## src/rtl/mbist_host_pkg.sv

```systemverilog
// ============================================================================
// Module  : mbist_host_pkg
// Purpose : Shared constants and FSM state encoding for the MBIST host sequencer.
// Revision: 1.0 - initial release
// ============================================================================
`default_nettype none

package mbist_host_pkg;

    localparam int C_DATA_W      = 56;
    localparam int C_RUN_W       = 8;
    localparam int C_TIMEOUT_CYC = 4200;
    localparam int C_TO_W        = 13;

    // All-zero result word means the engine saw a clean memory
    localparam logic [C_DATA_W-1:0] C_EXP_SIG = '0;

    typedef enum logic [2:0] {
        S_IDLE   = 3'd0,
        S_START  = 3'd1,
        S_BLANK  = 3'd2,
        S_WAIT   = 3'd3,
        S_CHECK  = 3'd4,
        S_FINISH = 3'd5
    } state_t;

endpackage : mbist_host_pkg

`default_nettype wire

```

## src/rtl/mbist_host_timer.sv

```systemverilog
// ============================================================================
// Module  : mbist_host_timer
// Purpose : Clear/enable watchdog counter with a terminal-count flag.
// Revision: 1.0 - initial release
// ============================================================================
`default_nettype none

module mbist_host_timer #(
    parameter int TIMEOUT_CYC = 4200,
    parameter int TO_W        = 13
) (
    input  logic clk,
    input  logic rstn,
    input  logic i_clr,
    input  logic i_en,
    output logic o_tc
);

    localparam logic [TO_W-1:0] C_TC = TO_W'(TIMEOUT_CYC - 1);

    logic [TO_W-1:0] r_cnt;

    // Holds at the terminal value so the flag cannot wrap away
    always_ff @(posedge clk or negedge rstn) begin
        if (!rstn) begin
            r_cnt <= '0;
        end else if (i_clr) begin
            r_cnt <= '0;
        end else if (i_en && (r_cnt != C_TC)) begin
            r_cnt <= r_cnt + TO_W'(1);
        end
    end

    assign o_tc = (r_cnt == C_TC);

endmodule : mbist_host_timer

`default_nettype wire

```

## src/rtl/mbist_host_seq.sv

```systemverilog
// ============================================================================
// Module  : mbist_host_seq
// Purpose : Host sequencer for top_mbist: start, wait, capture, compare, repeat.
// Revision: 1.0 - initial release
// ============================================================================
`default_nettype none

module mbist_host_seq
    import mbist_host_pkg::*;
#(
    parameter int                DATA_W      = C_DATA_W,
    parameter int                RUN_W       = C_RUN_W,
    parameter int                TIMEOUT_CYC = C_TIMEOUT_CYC,
    parameter int                TO_W        = C_TO_W,
    parameter logic [DATA_W-1:0] EXP_SIG     = DATA_W'(C_EXP_SIG)
) (
    input  logic              clk,
    input  logic              rstn,
    input  logic              host_run,
    input  logic              host_abort,
    input  logic [RUN_W-1:0]  num_runs,
    output logic              MBIST_start,
    input  logic              MBIST_done,
    input  logic [DATA_W-1:0] mbist_data,
    output logic              busy,
    output logic              host_done,
    output logic              pass,
    output logic              timeout_err,
    output logic [RUN_W-1:0]  fail_cnt,
    output logic [DATA_W-1:0] first_fail_sig,
    output logic [DATA_W-1:0] last_sig
);

    state_t             r_state;
    logic [RUN_W-1:0]   r_runs;

    logic               w_tmr_clr;
    logic               w_tmr_en;
    logic               w_tmr_tc;
    logic               w_mismatch;
    logic               w_last_run;
    logic [RUN_W-1:0]   w_fail_next;

    assign w_mismatch  = (last_sig != EXP_SIG);
    assign w_last_run  = (r_runs == RUN_W'(1));
    assign w_fail_next = (w_mismatch && !(&fail_cnt)) ? fail_cnt + RUN_W'(1) : fail_cnt;

    // Timer restarts on every transition into START, so it reads 0 during the start pulse
    assign w_tmr_clr = !host_abort &&
                       (((r_state == S_IDLE) && host_run && (num_runs != '0)) ||
                        ((r_state == S_CHECK) && !w_last_run));
    assign w_tmr_en  = (r_state == S_START) || (r_state == S_BLANK) || (r_state == S_WAIT);

    mbist_host_timer #(
        .TIMEOUT_CYC (TIMEOUT_CYC),
        .TO_W        (TO_W)
    ) u_timer (
        .clk   (clk),
        .rstn  (rstn),
        .i_clr (w_tmr_clr),
        .i_en  (w_tmr_en),
        .o_tc  (w_tmr_tc)
    );

    always_ff @(posedge clk or negedge rstn) begin
        if (!rstn) begin
            r_state        <= S_IDLE;
            r_runs         <= '0;
            MBIST_start    <= 1'b0;
            busy           <= 1'b0;
            host_done      <= 1'b0;
            pass           <= 1'b0;
            timeout_err    <= 1'b0;
            fail_cnt       <= '0;
            first_fail_sig <= '0;
            last_sig       <= '0;
        end else begin
            MBIST_start <= 1'b0;
            host_done   <= 1'b0;
            if (host_abort) begin
                r_state <= S_IDLE;
                busy    <= 1'b0;
                pass    <= 1'b0;
            end else begin
                case (r_state)
                    S_IDLE: begin
                        if (host_run) begin
                            fail_cnt       <= '0;
                            first_fail_sig <= '0;
                            timeout_err    <= 1'b0;
                            if (num_runs != '0) begin
                                r_runs      <= num_runs;
                                busy        <= 1'b1;
                                pass        <= 1'b0;
                                MBIST_start <= 1'b1;
                                r_state     <= S_START;
                            end else begin
                                pass      <= 1'b1;
                                host_done <= 1'b1;
                                r_state   <= S_FINISH;
                            end
                        end
                    end
                    S_START: r_state <= S_BLANK;
                    // Engine still shows the previous done level during BLANK
                    S_BLANK: r_state <= S_WAIT;
                    S_WAIT: begin
                        if (MBIST_done) begin
                            last_sig <= mbist_data;
                            r_state  <= S_CHECK;
                        end else if (w_tmr_tc) begin
                            timeout_err <= 1'b1;
                            pass        <= 1'b0;
                            busy        <= 1'b0;
                            host_done   <= 1'b1;
                            r_state     <= S_FINISH;
                        end
                    end
                    S_CHECK: begin
                        fail_cnt <= w_fail_next;
                        if (w_mismatch && (fail_cnt == '0)) begin
                            first_fail_sig <= last_sig;
                        end
                        r_runs <= r_runs - RUN_W'(1);
                        if (w_last_run) begin
                            busy      <= 1'b0;
                            host_done <= 1'b1;
                            pass      <= (w_fail_next == '0) && !timeout_err;
                            r_state   <= S_FINISH;
                        end else begin
                            MBIST_start <= 1'b1;
                            r_state     <= S_START;
                        end
                    end
                    S_FINISH: r_state <= S_IDLE;
                    default:  r_state <= S_IDLE;
                endcase
            end
        end
    end

endmodule : mbist_host_seq

`default_nettype wire

```

## config.mk

```make
export PLATFORM = sky130hd
export DESIGN_NAME = mbist_host_seq
export DESIGN_NICKNAME = d
export VERILOG_FILES = /design/src/rtl/mbist_host_pkg.sv /design/src/rtl/mbist_host_timer.sv /design/src/rtl/mbist_host_seq.sv
export SDC_FILE = /design/constraint.sdc
export NUM_CORES = 1
export LEC_CHECK = 0
export ABC_AREA = 0
export CORE_AREA = 2 2 91 159
export DETAILED_ROUTE_END_ITERATION = 16
export DIE_AREA = 0 0 93 161
export PLACE_DENSITY_LB_ADDON = 0.1
export SYNTH_ARGS = -nofsm -noshare
export SYNTH_HDL_FRONTEND = slang
export SYNTH_HIERARCHICAL = 1
export SYNTH_SLANG_ARGS = --single-unit
```

## constraint.sdc

```tcl
create_clock -name clk -period 4.19 [get_ports clk]
set_input_delay 0.838 -clock clk [delete_from_list [all_inputs] [get_ports clk]]
set_output_delay 0.838 -clock clk [all_outputs]
set_load 0.05 [all_outputs]
```

==> After elaboration in Yosys (flattened, before gate mapping) <==
Cells that the tools add are included.
{ "op_classes": {"bitwise_logic": 1, "reduce_logical": 33, "mux": 45, "add_sub_neg": 3, "n_eq_ne": 18} }
{ "ops": {"columns": ["operator", "count"], "rows": [
  ["56-bit 2-to-1 mux", 2],
  ["56-bit one-hot mux with 2 select lines", 1],
  ["56-bit nonzero test", 1],
  ["8-bit 2-to-1 mux", 4],
  ["8-bit one-hot mux with 2 select lines", 2],
  ["13-bit 2-to-1 mux", 2],
  ["1-bit 2-to-1 mux", 22],
  ["3-bit 2-to-1 mux", 6],
  ["8-bit zero test", 2],
  ["3-bit one-hot mux with 5 select lines", 1],
  ["13-bit by 1-bit adder with 13-bit output (second input constant)", 1],
  ["13-bit == test (second input constant)", 1],
  ["13-bit inequality test (second input constant)", 1],
  ["5-bit AND reduction", 2],
  ["3-bit inequality test (second input constant)", 3],
  ["1-bit one-hot mux with 3 select lines", 3],
  ["8-bit by 1-bit adder with 8-bit output (second input constant)", 1],
  ["8-bit by 1-bit == test with 1-bit output (second input constant)", 1],
  ["1-bit logical AND", 8],
  ["4-bit AND reduction", 2],
  ["8-bit AND reduction", 1],
  ["8-bit nonzero test", 1],
  ["8-bit by 1-bit subtractor with 8-bit output (second input constant)", 1],
  ["3-bit by 2-bit == test with 1-bit output (second input constant)", 2],
  ["other kinds (16)", 29]
]} }
{ "totals": {"wordCells": 111, "in_bits": 69, "ff_bits": 149, "out_inout_bits": 125} }

==> Logic depth before layout (Yosys ltp) <==
Gate-level depths: netlist of the first run.
{ "logic_depth": {"depth_word": 9, "ltp_mapped": 8, "ltp_nobuf": 8} }

==> Modules after synthesis <==
Netlist of the first run, hierarchy kept.
{ "by_module_without_submodules": {"columns": ["module", "area_each_um2", "seq_area_each_um2", "cells_each", "instances"], "rows": [
  ["mbist_host_seq", 6289.8, 3403.3, 569, 1],
  ["mbist_host_timer", 711.9, 325.3, 73, 1]
]} }

==> Least setup slack after synthesis of the first run <==
OpenSTA, ideal clock, no wires.
{ "synth_timing": {"path_type": "register to register", "startpoint": "register u_timer.r_cnt[0]", "endpoint": "register pass", "setup_ns": 0.064, "stages_incl_launch_ff": 9, "path_slack_ns": 1.586, "path_buffers": 0, "synth_period_minus_slack_ns": 2.604, "t_arrival_ns": 2.540, "t_required_ns": 4.126, "path_cell_list": "dfrtp_1 > ha_1 > or4b_4 > nor3_1 > nand2b_1 > o221a_1 > or4_1 > a221oi_2 > a31o_2"} }
{ "synth_between": {"elab_chain_cells": 3} }
{ "synth_rtl": {"columns": ["item", "line", "text"], "rows": [
  ["start: declaration", "mbist_host_timer.sv:21", "logic [TO_W-1:0] r_cnt;"],
  ["start signal: assignment", "mbist_host_timer.sv:30", "r_cnt <= r_cnt + TO_W'(1);"],
  ["13-bit == test", "mbist_host_timer.sv:34", "assign o_tc = (r_cnt == C_TC);"],
  ["via w_tmr_tc", "mbist_host_seq.sv:39", "logic w_tmr_tc;"],
  ["3-bit by 2-bit inequality test with 1-bit output (no source line)", null, null],
  ["5-bit AND reduction (no source line)", null, null],
  ["end signal: assignment", "mbist_host_seq.sv:128", "pass <= (w_fail_next == '0) && !timeout_err;"],
  ["end: declaration", "mbist_host_seq.sv:27", "output logic pass,"]
]} }
The timed path passes the listed nets, and every way through them passes these cells.
A chain may end at the register's enable or synchronous reset.

==> Worst setup path after layout of the first run <==
{ "layout_timing": {"startpoint": "register last_sig[31]", "endpoint": "register first_fail_sig[26]"} }
{ "layout_between": {"elab_chain_cells": 4} }
{ "layout_rtl": {"columns": ["item", "line", "text"], "rows": [
  ["start: declaration", "mbist_host_seq.sv:31", "output logic [DATA_W-1:0] last_sig"],
  ["start signal: assignment", "mbist_host_seq.sv:109", "last_sig <= mbist_data;"],
  ["56-bit nonzero test", "mbist_host_seq.sv:44", "assign w_mismatch = (last_sig != EXP_SIG);"],
  ["1-bit logical AND", "mbist_host_seq.sv:121", "if (w_mismatch && (fail_cnt == '0)) begin"],
  ["2-bit by 1-bit inequality test with 1-bit output (no source line)", null, null],
  ["4-bit AND reduction (no source line)", null, null],
  ["end signal: assignment", "mbist_host_seq.sv:122", "first_fail_sig <= last_sig;"],
  ["end: declaration", "mbist_host_seq.sv:30", "output logic [DATA_W-1:0] first_fail_sig,"]
]} }
Every way passes these cells.

==> implementation parameters, run 1 <==
Parameter                              Value

Run status
  Status ... complete, no violations

Yosys
  Post-Synthesis Net Count ... 717
  Number of enable flip-flop cells after synthesis ... 0
  Yosys warning total ... 6
  Flip-flop and latch count after synthesis ... 149
  Post-Synth XOR/XNOR Area ... 0.01376
  Main combinational cell family by area after synthesis ... multiplexers
  Post-Synthesis Cells ... 642
  Share of async-settable or async-resettable flops after synthesis ... 1.000
  Area fraction of the dominant cell type after synthesis ... 0.5325
  Count of different cell masters after synthesis ... 55
  Synthesized area per cell ... 10.91 um^2
  Post-Syn Area ... 7002 um^2
  Simple-gate portion of the synthesized area ... 0.1360
  Post-synthesis compound-gate area fraction ... 0.06701
  Post-synthesis adder-cell area fraction ... 0.01072
  Main flop type after synthesis ... dfrtp_1
  Cell taking the most area after synthesis ... dfrtp_1
  Ranking of synthesized cells by area ... dfrtp_1 (53%), mux2_2 (9.0%), mux2i_1 (8.4%), nand2_1 (4.1%), inv_1 (3.5%)
  Portion of netlist area occupied by mux cells ... 0.1744
  Sequential area share after synthesis ... 0.5325

Timing
  Setup clock skew after layout ... 0.01395 ns
  Ratio of final minimum period to clock period ... 0.7386
  Number of endpoints failing setup at the final stage ... 0
  Shortest period the worst path allows ... 3.095 ns
  Worst-case headroom to the max-slew limit ... 0.3361
  Final Hold Viols ... 0
  Fmax ... around 0.32 GHz
  Setup repair after global routing missed its margin ... no
  Max-slew violations ... 0
  Slew at the pin with the worst max-slew slack ... ~1.0 ns
  Setup TNS Final ... 0 ns

Detailed routing
  Number of nets with antenna violations after detailed routing ... 0
  Number of optimization iterations in the first detailed-route pass ... 5
  Routed vias/inst ... around 5.4
  Routed wire per std cell ... 17.30 um
  Vias ... between 5,000 and 6,000
  Remaining DRCs ... 0
  Routed wire length ... between 15 and 20 mm
  Detailed Route Iter0 Violations ... 307

CTS
  Worst-skew pair later-pin latency ... 0.41 ns
  Post-CTS setup buffers ... 0
  TritonCTS clock tree ... yes
  H-tree Lvls ... 4
  Clock buffer count from CTS ... 17
  Clock-pin transition on the worst setup and hold timing paths ... 0.07 ns
  Clock sink total ... 149
  Post-CTS Hold Buffers ... 0
  Number of gates resized after CTS ... 0
  Root Buffer ... clkbuf_16
  Buffer levels on the longest clock path ... 2

Cells and area
  Highest-count cells in the layout ignoring fill and taps ... clkdlybuf4s50_1 (192), dfrtp_1 (149), nand2_1 (77)
  Fillers ... 1,049
  Diodes inserted ... 0
  Most common library cell in the layout ignoring fill and taps ... clkdlybuf4s50_1
  Synth-to-Final Area Change ... 36.58%
  Net count of the finished layout ... 904
  Layout cell share with drive strength beyond 1 ... 0.1259
  Final Non-Filler Cells ... 1,019

Critical path
  Slack of the worst reg-to-reg path ... 1.10 ns
  Depth of the worst register-to-register path ... 6
  Category of the most critical setup path ... flop to flop
  Crit Reg-Reg Startpoint ... last_sig[31]$_DFFE_PN0P_
  Category of the worst setup path capture point ... flop
  Reg2reg end ... first_fail_sig[26]$_DFFE_PN0P_
  Kind of launch point of the worst setup path ... flop
  Setup crit start ... last_sig[31]$_DFFE_PN0P_
  Worst Setup EP ... first_fail_sig[26]$_DFFE_PN0P_
  Largest fanout on the critical path ... between 50 and 60
  Crit path DAT ... 3.40 ns
  Required time of the worst setup path ... 4.50 ns

Global route
  First-pass GRT wire length ... 29.01 mm
  Total gr overflow ... 0
  Largest net degree at the start of global routing ... 91
  Total GRT Usage ... 0.2448
  Number of global-route vias before repair ... 5,584
  Number of antenna violations at the first check in global routing ... 0

Placement
  Hpwl dp ... 12.58 mm
  Post-placement cell count ... about 990
  IO Port Bufs ... ~190
  Routability congestion estimate from global placement ... 0.8863

Floorplanning
  Number of placement rows ... 57
  Die Outline Area ... 14,970 um^2
  Core region area ... between 10,000 and 15,000 um^2
  Initial core utilization ... 0.5113
  IO Count ... 194
  Die Ht ... 161 um
  Horizontal extent of the die ... 93 um

Hold path
  Min-Delay Path Class ... input port to async pin

Power and ir drop
  Lkg Pwr ... 4.218 nW
  Power density over cell area ... between 400 and 500 nW/um^2
  Maximum vdd ir drop ... 0.2693 mV

Job
  Max Cap Viol ... 0
synthesized netlist by cell type, drive strengths merged (2+ instances only):
library cell,number
dfrtp,149
nand2,78
inv,66
mux2i,59
mux2,56
nor2,35
nor4,21
o21ai,20
a21oi,18
buf,16
nor3,16
clkbuf,14
nand4,11
nand3,9
a31oi,8
xnor2,7
ha,6
a22oi,4
and3,4
or3,4
xor2,4
or2,3
a211oi,2
a21o,2
a221oi,2
a31o,2
and2,2
nand2b,2
nand4b,2
nor2b,2
nor3b,2
o22ai,2
o31ai,2
o41ai,2
or4b,2
state kept, by name (all words and copies together), names as in the netlist:
name	cells
busy	1
u_timer/r_cnt	13
pass	1
timeout_err	1
r_state	3
last_sig	56
fail_cnt	8
host_done	1
MBIST_start	1
first_fail_sig	56
r_runs	8
per-layer routing:
| layer | wire, um | share of wire | up-vias | GRT usage |
|---|---|---|---|---|
| li1 | - | - | 2589 | - |
| met1 | 6548 | 0.37 | 2703 | 0.2791 |
| met2 | 9955 | 0.56 | 186 | 0.4539 |
| met3 | 877 | 0.050 | 19 | 0.05457 |
| met4 | 242 | 0.014 | 0 | 0.06751 |
| met5 | 0 | 0 | - | 0 |
through the flow:
stage               power [mW]  setup slack (ns)  hold WS [ns]  cell area [um^2]  utilization
floorplan                2.708             1.586        0.4789              7002            -
detailed placement       3.241             1.058        0.5117              9006       0.6577
global route             4.846            0.9156        0.5423              9563       0.6984
global placement         3.214             1.118        0.4969              9006       0.6577
CTS                      4.681             1.073        0.5188              9563       0.6984
finish                   4.634             1.095        0.4843              9563       0.6984
where the power goes:
group	internal, mW	switching, mW	total [mW]
clock network	0.793	0.635	1.43
logic	0.520	0.836	1.36
registers	1.63	0.223	1.85
total	2.94	1.69	4.63
final cells by class:
type	instances	area, um^2	area share
Sequential cell	149	3729	0.3899
Timing Repair Buffer	198	1983	0.2074
Clock buffer	19	442.9	0.04632
Multi-Input combinational cell	397	2825	0.2954
Tap cell	177	221.5	0.02316
Clock inverter	13	113.9	0.01191
Inverter	66	247.7	0.02591
logic make-up (layout without fill, tap and decap cells):
family / after synthesis / in the layout
AOI/OAI and AO/OA: 71 / 71
buffers and inverters: 96 / 296
DFF: 149 / 149
and+or+nand+nor: 194 / 194
adders and majority gates: 6 / 6
muxes: 115 / 115
xor gates and xnor gates: 11 / 11
worst min-delay path by stage:
stage / from / to / slack (ns) / cells past startpoint
after floorplan: r_runs[6]$_DFFE_PN0P_ / r_runs[6]$_DFFE_PN0P_ / 0.48 / 2
after global placement: r_runs[6]$_DFFE_PN0P_ / r_runs[6]$_DFFE_PN0P_ / 0.50 / 2
after detailed placement: first_fail_sig[20]$_DFFE_PN0P_ / first_fail_sig[20]$_DFFE_PN0P_ / 0.51 / 2
after CTS: rstn / last_sig[47]$_DFFE_PN0P_ / 0.52 / 1
after global routing: first_fail_sig[1]$_DFFE_PN0P_ / first_fail_sig[1]$_DFFE_PN0P_ / 0.54 / 2
final: rstn / last_sig[47]$_DFFE_PN0P_ / 0.48 / 1
worst max-delay path, cell delays in order, from the launching register on:
cell and delay [ns]:
dfrtp_1 0.41, nor4_1 0.49, nand4_1 0.30, nor4_4 0.55, o21ai_2 0.15, nand2_4 0.73
mux2i_1 0.31
(Power assumes the default switching activity.)
==> run 2: changes to the inputs <==
--- a/config.mk
+++ b/config.mk
@@ -6,9 +6,9 @@
 export NUM_CORES = 1
 export LEC_CHECK = 0
 export ABC_AREA = 0
-export CORE_AREA = 2 2 91 159
+export CORE_AREA = 2 2 99 172
 export DETAILED_ROUTE_END_ITERATION = 16
-export DIE_AREA = 0 0 93 161
+export DIE_AREA = 0 0 101 174
 export PLACE_DENSITY_LB_ADDON = 0.1
 export SYNTH_ARGS = -nofsm -noshare
 export SYNTH_HDL_FRONTEND = slang
==> constraint.sdc (replaced) <==
create_clock -name clk -period 2.81 [get_ports clk]
set_input_delay 0.562 -clock clk [delete_from_list [all_inputs] [get_ports clk]]
set_output_delay 0.562 -clock clk [all_outputs]
set_load 0.05 [all_outputs]
==> implementation parameters, run 2 (synthesized netlist as in run 1, its figures left out) <==
Parameter                              Value

Run status
  Status ... complete, no violations

Critical path
  Largest fanout on the critical path ... 6 (-89%)
  Highest cell delay on the worst timing path ... 0.50 ns (-0.23 ns)
  Slowest stage cell, crit path ... or4b_4
  Required time of the worst setup path ... 3.16 ns (-1.34 ns)
  Kind of launch point of the worst setup path ... flop
  Category of the worst setup path capture point ... flop
  Cells along the critical path ... ha_1 -> or4b_4 -> nor3_1 -> nand2b_1 -> o221a_1 -> or4_1 -> a221oi_2 -> a31o_2
  Category of the most critical setup path ... flop to flop
  Crit path DAT ... 2.97 ns (-0.43 ns)

Detailed routing
  Routed wire length ... 18.84 mm (+6.9%)
  Remaining DRCs ... 0 (unchanged)
  Routed wire per std cell ... 17.98 um (+3.9%)
  Detailed Route Iter0 Violations ... 149 (-51%)
  Number of nets with antenna violations after detailed routing ... 0 (unchanged)
  Routed vias/inst ... 5.296 (-1.8%)
  Vias ... 5,550 (+0.96%)
  Number of optimization iterations in the first detailed-route pass ... 4 (-1)

Global route
  Largest net degree at the start of global routing ... 58 (-36%)
  Total GRT Usage ... 0.2208 (-0.02398)
  First-pass GRT wire length ... 30.59 mm (+5.4%)
  Total gr overflow ... 0 (unchanged)
  Number of global-route vias before repair ... 5,985 (+7.2%)
  Number of antenna violations at the first check in global routing ... 0 (unchanged)

CTS
  Root Buffer ... clkbuf_16
  Clock sink total ... 149 (unchanged)
  Clock-pin transition on the worst setup and hold timing paths ... 0.06 ns (about the same)
  Number of gates resized after CTS ... 0 (unchanged)
  TritonCTS clock tree ... yes
  Worst-skew pair later-pin latency ... 0.41 ns (about the same)
  Post-CTS setup buffers ... 0 (unchanged)
  Post-CTS Hold Buffers ... 0 (unchanged)
  Buffer levels on the longest clock path ... 2 (unchanged)
  Clock buffer count from CTS ... 17 (unchanged)
  H-tree Lvls ... 4 (unchanged)

Floorplanning
  Core region area ... 16,290 um^2 (+19%)
  Number of placement rows ... 62 (+8.8%)
  IO Count ... 194 (unchanged)
  Horizontal extent of the die ... 101 um (+8.6%)
  Die Ht ... 174 um (+8.1%)
  Die Outline Area ... 17,570 um^2 (+17%)
  Initial core utilization ... 0.4298 (-0.08153)

Cells and area
  Diodes inserted ... 0 (unchanged)
  Layout cell share with drive strength beyond 1 ... 0.1390 (+0.01313)
  Final Non-Filler Cells ... 1,048 (+2.8%)
  Fillers ... 1,384 (+32%)
  Net count of the finished layout ... 918 (+1.5%)
  Largest registers ... first_fail_sig (56), last_sig (56), u_timer/r_cnt (13)
  Synth-to-Final Area Change ... 39.42%
  Area occupied by multi-input gates ... 2825 um^2 (unchanged)
  Most common library cell in the layout ignoring fill and taps ... clkdlybuf4s50_1
  Finished Cell Area ... 9762 um^2 (+2.1%)
  Storage element area ... 3729 um^2 (unchanged)
  Highest-count cells in the layout ignoring fill and taps ... clkdlybuf4s50_1 (192), dfrtp_1 (149), nand2_1 (77)

Power and ir drop
  Lkg Pwr ... 4.312 nW (+2.2%)
  Total Power Consumption ... 7.167 mW (+55%)
  Power density over cell area ... 734.2 nW/um^2 (+52%)
  Maximum vdd ir drop ... 0.3203 mV (+19%)

Timing
  Worst-case headroom to the max-slew limit ... 0.5720 (+0.2359)
  Shortest period the worst path allows ... 2.615 ns (-0.4801 ns)
  Ratio of final minimum period to clock period ... 0.9304 (+0.1919)
  Fmax ... 0.3825 GHz (+18%)
  Max-slew violations ... 0 (unchanged)
  Slew at the pin with the worst max-slew slack ... 0.6420 ns (-0.3538 ns)
  Setup repair after global routing missed its margin ... no
  Setup TNS Final ... 0 ns (unchanged)
  Number of endpoints failing setup at the final stage ... 0 (unchanged)
  Setup clock skew after layout ... 0.009803 ns (-0.004149 ns)
  Final Hold Viols ... 0 (unchanged)
  Min setup slack post-route ... 0.1955 ns (-0.8999 ns)

Placement
  Routability congestion estimate from global placement ... 0.9015 (+1.7%)
  Hpwl dp ... 13.74 mm (+9.2%)
  Post-placement setup slack ... 0.1955 ns (-0.8630 ns)
  IO Port Bufs ... 193 (unchanged)
  Post-placement cell count ... 1,016 (+2.9%)
  Dpl cell area ... 9155 um^2 (+1.7%)

Job
  Max Cap Viol ... 0 (unchanged)

Hold path
  Min-Delay Path Class ... input port to async pin
==> run 2: worst max-delay path, delay by kind of cell, from the launching register on <==
| family | cells | cell delay [ns] |
|---|---|---|
| flops | 1 | 0.43 |
| fa+ha+maj | 1 | 0.22 |
| compound gates | 3 | 0.58 |
| simple gates | 4 | 1.34 |
==> run 2: final cells by class <==
class,count,share of cell area
clock buffers,19,0.04435
inverters,66,0.02538
well taps,192,0.02461
repair buffers,212,0.2165
flip-flops and latches,149,0.3820
multi-input cells,397,0.2894
clock inverters,13,0.01782
==> run 2: report_power, final <==
part | switching [mW] | leakage [nW] | internal, mW | total (mW)
logic | 1.28 | 2.04 | 0.801 | 2.09
registers | 0.319 | 2.00 | 2.43 | 2.75
clock network | 0.923 | 0.279 | 1.41 | 2.34
total | 2.53 | 4.31 | 4.64 | 7.17
==> run 2: path summary, 6_finish.rpt <==
path                       slack, ns  cells after the start                            from                        endpoint
max in group asynchronous       1.99                      2                            rstn  first_fail_sig[25]$_DFFE_PN0P_
min                             0.08                      1                            rstn        last_sig[48]$_DFFE_PN0P_
min reg2reg                     0.52                      2  first_fail_sig[15]$_DFFE_PN0P_  first_fail_sig[15]$_DFFE_PN0P_
max reg2reg                     0.20                      8    u_timer/r_cnt[1]$_DFFE_PN0P_                pass$_DFFE_PN0P_
max                             0.20                      8    u_timer/r_cnt[1]$_DFFE_PN0P_                pass$_DFFE_PN0P_
min in group clk                0.52                      2  first_fail_sig[15]$_DFFE_PN0P_  first_fail_sig[15]$_DFFE_PN0P_
==> run 2: through the flow <==
step,utilization,hold WS [ns]
after global routing,0.5992,0.1056
after floorplan,-,0.2664
final,0.5992,0.07632
after detailed placement,0.5620,0.5119
after CTS,0.5992,0.08887
after global placement,0.5620,0.5008
==> run 2: layer usage <==
| metal | routed length [um] | track usage | vias to the layer above |
|---|---|---|---|
| met5 | 0 | 0 | - |
| met3 | 856 | 0.04182 | 26 |
| met1 | 7016 | 0.2383 | 2736 |
| li1 | - | - | 2618 |
| met2 | 10540 | 0.4142 | 170 |
| met4 | 422 | 0.08446 | 0 |
==> run 3: changes to the inputs <==
--- a/config.mk
+++ b/config.mk
@@ -6,9 +6,9 @@
 export NUM_CORES = 1
 export LEC_CHECK = 0
 export ABC_AREA = 0
-export CORE_AREA = 2 2 99 172
+export CORE_AREA = 2 2 154 111
 export DETAILED_ROUTE_END_ITERATION = 16
-export DIE_AREA = 0 0 101 174
+export DIE_AREA = 0 0 156 113
 export PLACE_DENSITY_LB_ADDON = 0.1
 export SYNTH_ARGS = -nofsm -noshare
 export SYNTH_HDL_FRONTEND = slang
==> implementation parameters, run 3 (synthesized netlist as in run 1, its figures left out) <==
Parameter                              Value

Timing
  Fmax ... 0.3816 GHz (-0.22%)
  Slew at the pin with the worst max-slew slack ... 0.6893 ns (+0.04725 ns)
  Ratio of final minimum period to clock period ... 0.9325 (+0.002059)
  Min setup slack post-route ... 0.1897 ns (-0.005787 ns)
  Setup clock skew after layout ... 0.01286 ns (+0.003059 ns)
  Min Hold Slack ... 0.1048 ns (+0.02846 ns)
  Shortest period the worst path allows ... 2.620 ns (+0.005787 ns)
  Worst-case headroom to the max-slew limit ... 0.5362 (-0.03574)
  Setup repair after global routing missed its margin ... no
  Final Hold Viols ... 0 (unchanged)
  Setup TNS Final ... 0 ns (unchanged)
  Max-slew violations ... 0 (unchanged)
  Number of endpoints failing setup at the final stage ... 0 (unchanged)

CTS
  H-tree Lvls ... 4 (unchanged)
  Number of gates resized after CTS ... 0 (unchanged)
  Buffer levels on the longest clock path ... 2 (unchanged)
  TritonCTS clock tree ... yes
  Worst-skew pair later-pin latency ... 0.42 ns (about the same)
  Clock buffer count from CTS ... 17 (unchanged)
  Post-CTS setup buffers ... 0 (unchanged)
  Clock sink total ... 149 (unchanged)
  Root Buffer ... clkbuf_16
  Post-CTS Hold Buffers ... 0 (unchanged)
  Clock-pin transition on the worst setup and hold timing paths ... 0.06 ns (about the same)

Global route
  Largest net degree at the start of global routing ... 64 (+10%)
  Number of global-route vias before repair ... 5,491 (-8.3%)
  First-pass GRT wire length ... 29.21 mm (-4.5%)
  Total GRT Usage ... 0.2127 (-0.008154)
  Number of antenna violations at the first check in global routing ... 0 (unchanged)
  Total gr overflow ... 0 (unchanged)

Detailed routing
  Number of optimization iterations in the first detailed-route pass ... 5 (+1)
  Routed wire length ... 18.00 mm (-4.5%)
  Remaining DRCs ... 0 (unchanged)
  Detailed Route Iter0 Violations ... 281 (+89%)
  Routed vias/inst ... 5.167 (-2.4%)
  Number of nets with antenna violations after detailed routing ... 0 (unchanged)
  Vias ... 5,493 (-1.0%)
  Routed wire per std cell ... 16.93 um (-5.8%)

Critical path
  Highest cell delay on the worst timing path ... 0.58 ns (+0.08 ns)
  Category of the most critical setup path ... flop to flop
  Cells along the critical path ... nor4_1 -> buf_4 -> nand4_1 -> nor4_4 -> buf_4 -> o21ai_0 -> a221oi_2 -> a31o_2
  Slack of the worst reg-to-reg path ... 0.19 ns (about the same)
  Required time of the worst setup path ... 3.17 ns (about the same)
  Category of the worst setup path capture point ... flop
  Crit path DAT ... 2.98 ns (about the same)
  Slowest stage cell, crit path ... nor4_1
  Largest fanout on the critical path ... 9 (+3)
  Most prevalent standard cell on the critical path ... buf_4
  Kind of launch point of the worst setup path ... flop

Cells and area
  Finished Cell Area ... 9756 um^2 (about the same)
  Utilization after layout ... 0.6077 (+0.008437)
  Synth-to-Final Area Change ... 39.33% (about the same)
  Largest registers ... first_fail_sig (56), last_sig (56), u_timer/r_cnt (13)
  Layout cell share with drive strength beyond 1 ... 0.1387 (-0.0003241)
  Most common library cell in the layout ignoring fill and taps ... clkdlybuf4s50_1
  Highest-count cells in the layout ignoring fill and taps ... clkdlybuf4s50_1 (192), dfrtp_1 (149), nand2_1 (77)
  Net count of the finished layout ... 920 (+0.22%)
  Diodes inserted ... 0 (unchanged)

Floorplanning
  Die Outline Area ... 17,630 um^2 (+0.31%)
  Core region area ... 16,050 um^2 (-1.5%)
  IO Count ... 194 (unchanged)
  Horizontal extent of the die ... 156 um (+54%)
  Number of placement rows ... 39 (-37%)
  Die Ht ... 113 um (-35%)
  Initial core utilization ... 0.4361 (+0.006331)

Power and ir drop
  Power density over cell area ... 713.2 nW/um^2 (-2.9%)
  Lkg Pwr ... 4.302 nW (-0.23%)
  Maximum vdd ir drop ... 0.4237 mV (+32%)

Placement
  IO Port Bufs ... 193 (unchanged)
  Dpl cell area ... 9211 um^2 (+0.61%)
  Routability congestion estimate from global placement ... 0.8946 (-0.77%)
  Hpwl dp ... 13.01 mm (-5.3%)
  Post-placement setup slack ... 0.2114 ns (+0.01584 ns)

Hold path
  Min-Delay Path Class ... input port to async pin

Job
  Max Cap Viol ... 0 (unchanged)

Run status
  Status ... complete, no violations
==> run 3: cell types whose count changed in the layout (fill, tap and decap cells not counted) <==
| cell | previous run | this run |
|---|---|---|
| buf_12 | 3 | 5 |
| bufinv_16 | 3 | 1 |
| clkbuf_1 | 2 | 4 |
| clkinv_2 | 0 | 2 |
| inv_6 | 3 | 1 |
| clkinv_4 | 1 | 2 |
| inv_8 | 1 | 0 |
==> run 3: worst paths after layout <==
check | startpoint | to | cells past startpoint
min in group clk | first_fail_sig[2]$_DFFE_PN0P_ | first_fail_sig[2]$_DFFE_PN0P_ | 2
setup / recovery | last_sig[0]$_DFFE_PN0P_ | pass$_DFFE_PN0P_ | 8
hold reg to reg | first_fail_sig[2]$_DFFE_PN0P_ | first_fail_sig[2]$_DFFE_PN0P_ | 2
max in group asynchronous | rstn | first_fail_sig[7]$_DFFE_PN0P_ | 2
hold / removal | rstn | r_runs[0]$_DFFE_PN0P_ | 1
setup reg to reg | last_sig[0]$_DFFE_PN0P_ | pass$_DFFE_PN0P_ | 8
==> run 3: layout make-up <==
class	instances	area, um^2
clock buffers	21	440.4
clock inverters	11	103.9
fillers	1286	6299
inverters	66	247.7
multi-input cells	397	2825
flip-flops and latches	149	3729
well taps	205	256.5
repair buffers	214	2153
==> run 3: where the power goes <==
group | total (mW) | internal, mW | leakage [nW] | switching [mW]
Combinational | 2.12 | 0.820 | 2.06 | 1.30
Sequential | 2.74 | 2.43 | 2.00 | 0.314
Clock | 2.10 | 1.22 | 0.250 | 0.882
==> run 3: worst max-delay path, delay by kind of cell (launching register included) <==
| family | cells | cell delay [ns] |
|---|---|---|
| compound gates | 3 | 0.56 |
| buf+inv | 2 | 0.44 |
| flops | 1 | 0.42 |
| simple gates | 3 | 1.14 |
==> run 3: per-layer routing <==
metal	global-route usage	part of all wire	vias up
li1	-	-	2623
met2	0.3124	0.43	198
met4	0.05688	0.0087	0
met1	0.3037	0.49	2657
met3	0.07085	0.073	15
met5	0	0	-
==> run 3: through the flow <==
step	instances	power, mW
2_1_floorplan	642	4.038
4_1_cts	1063	7.027
3_5_place_dp	1031	4.901
6_report	1063	6.958
5_1_grt	1063	7.273
3_3_place_gp	1031	4.874
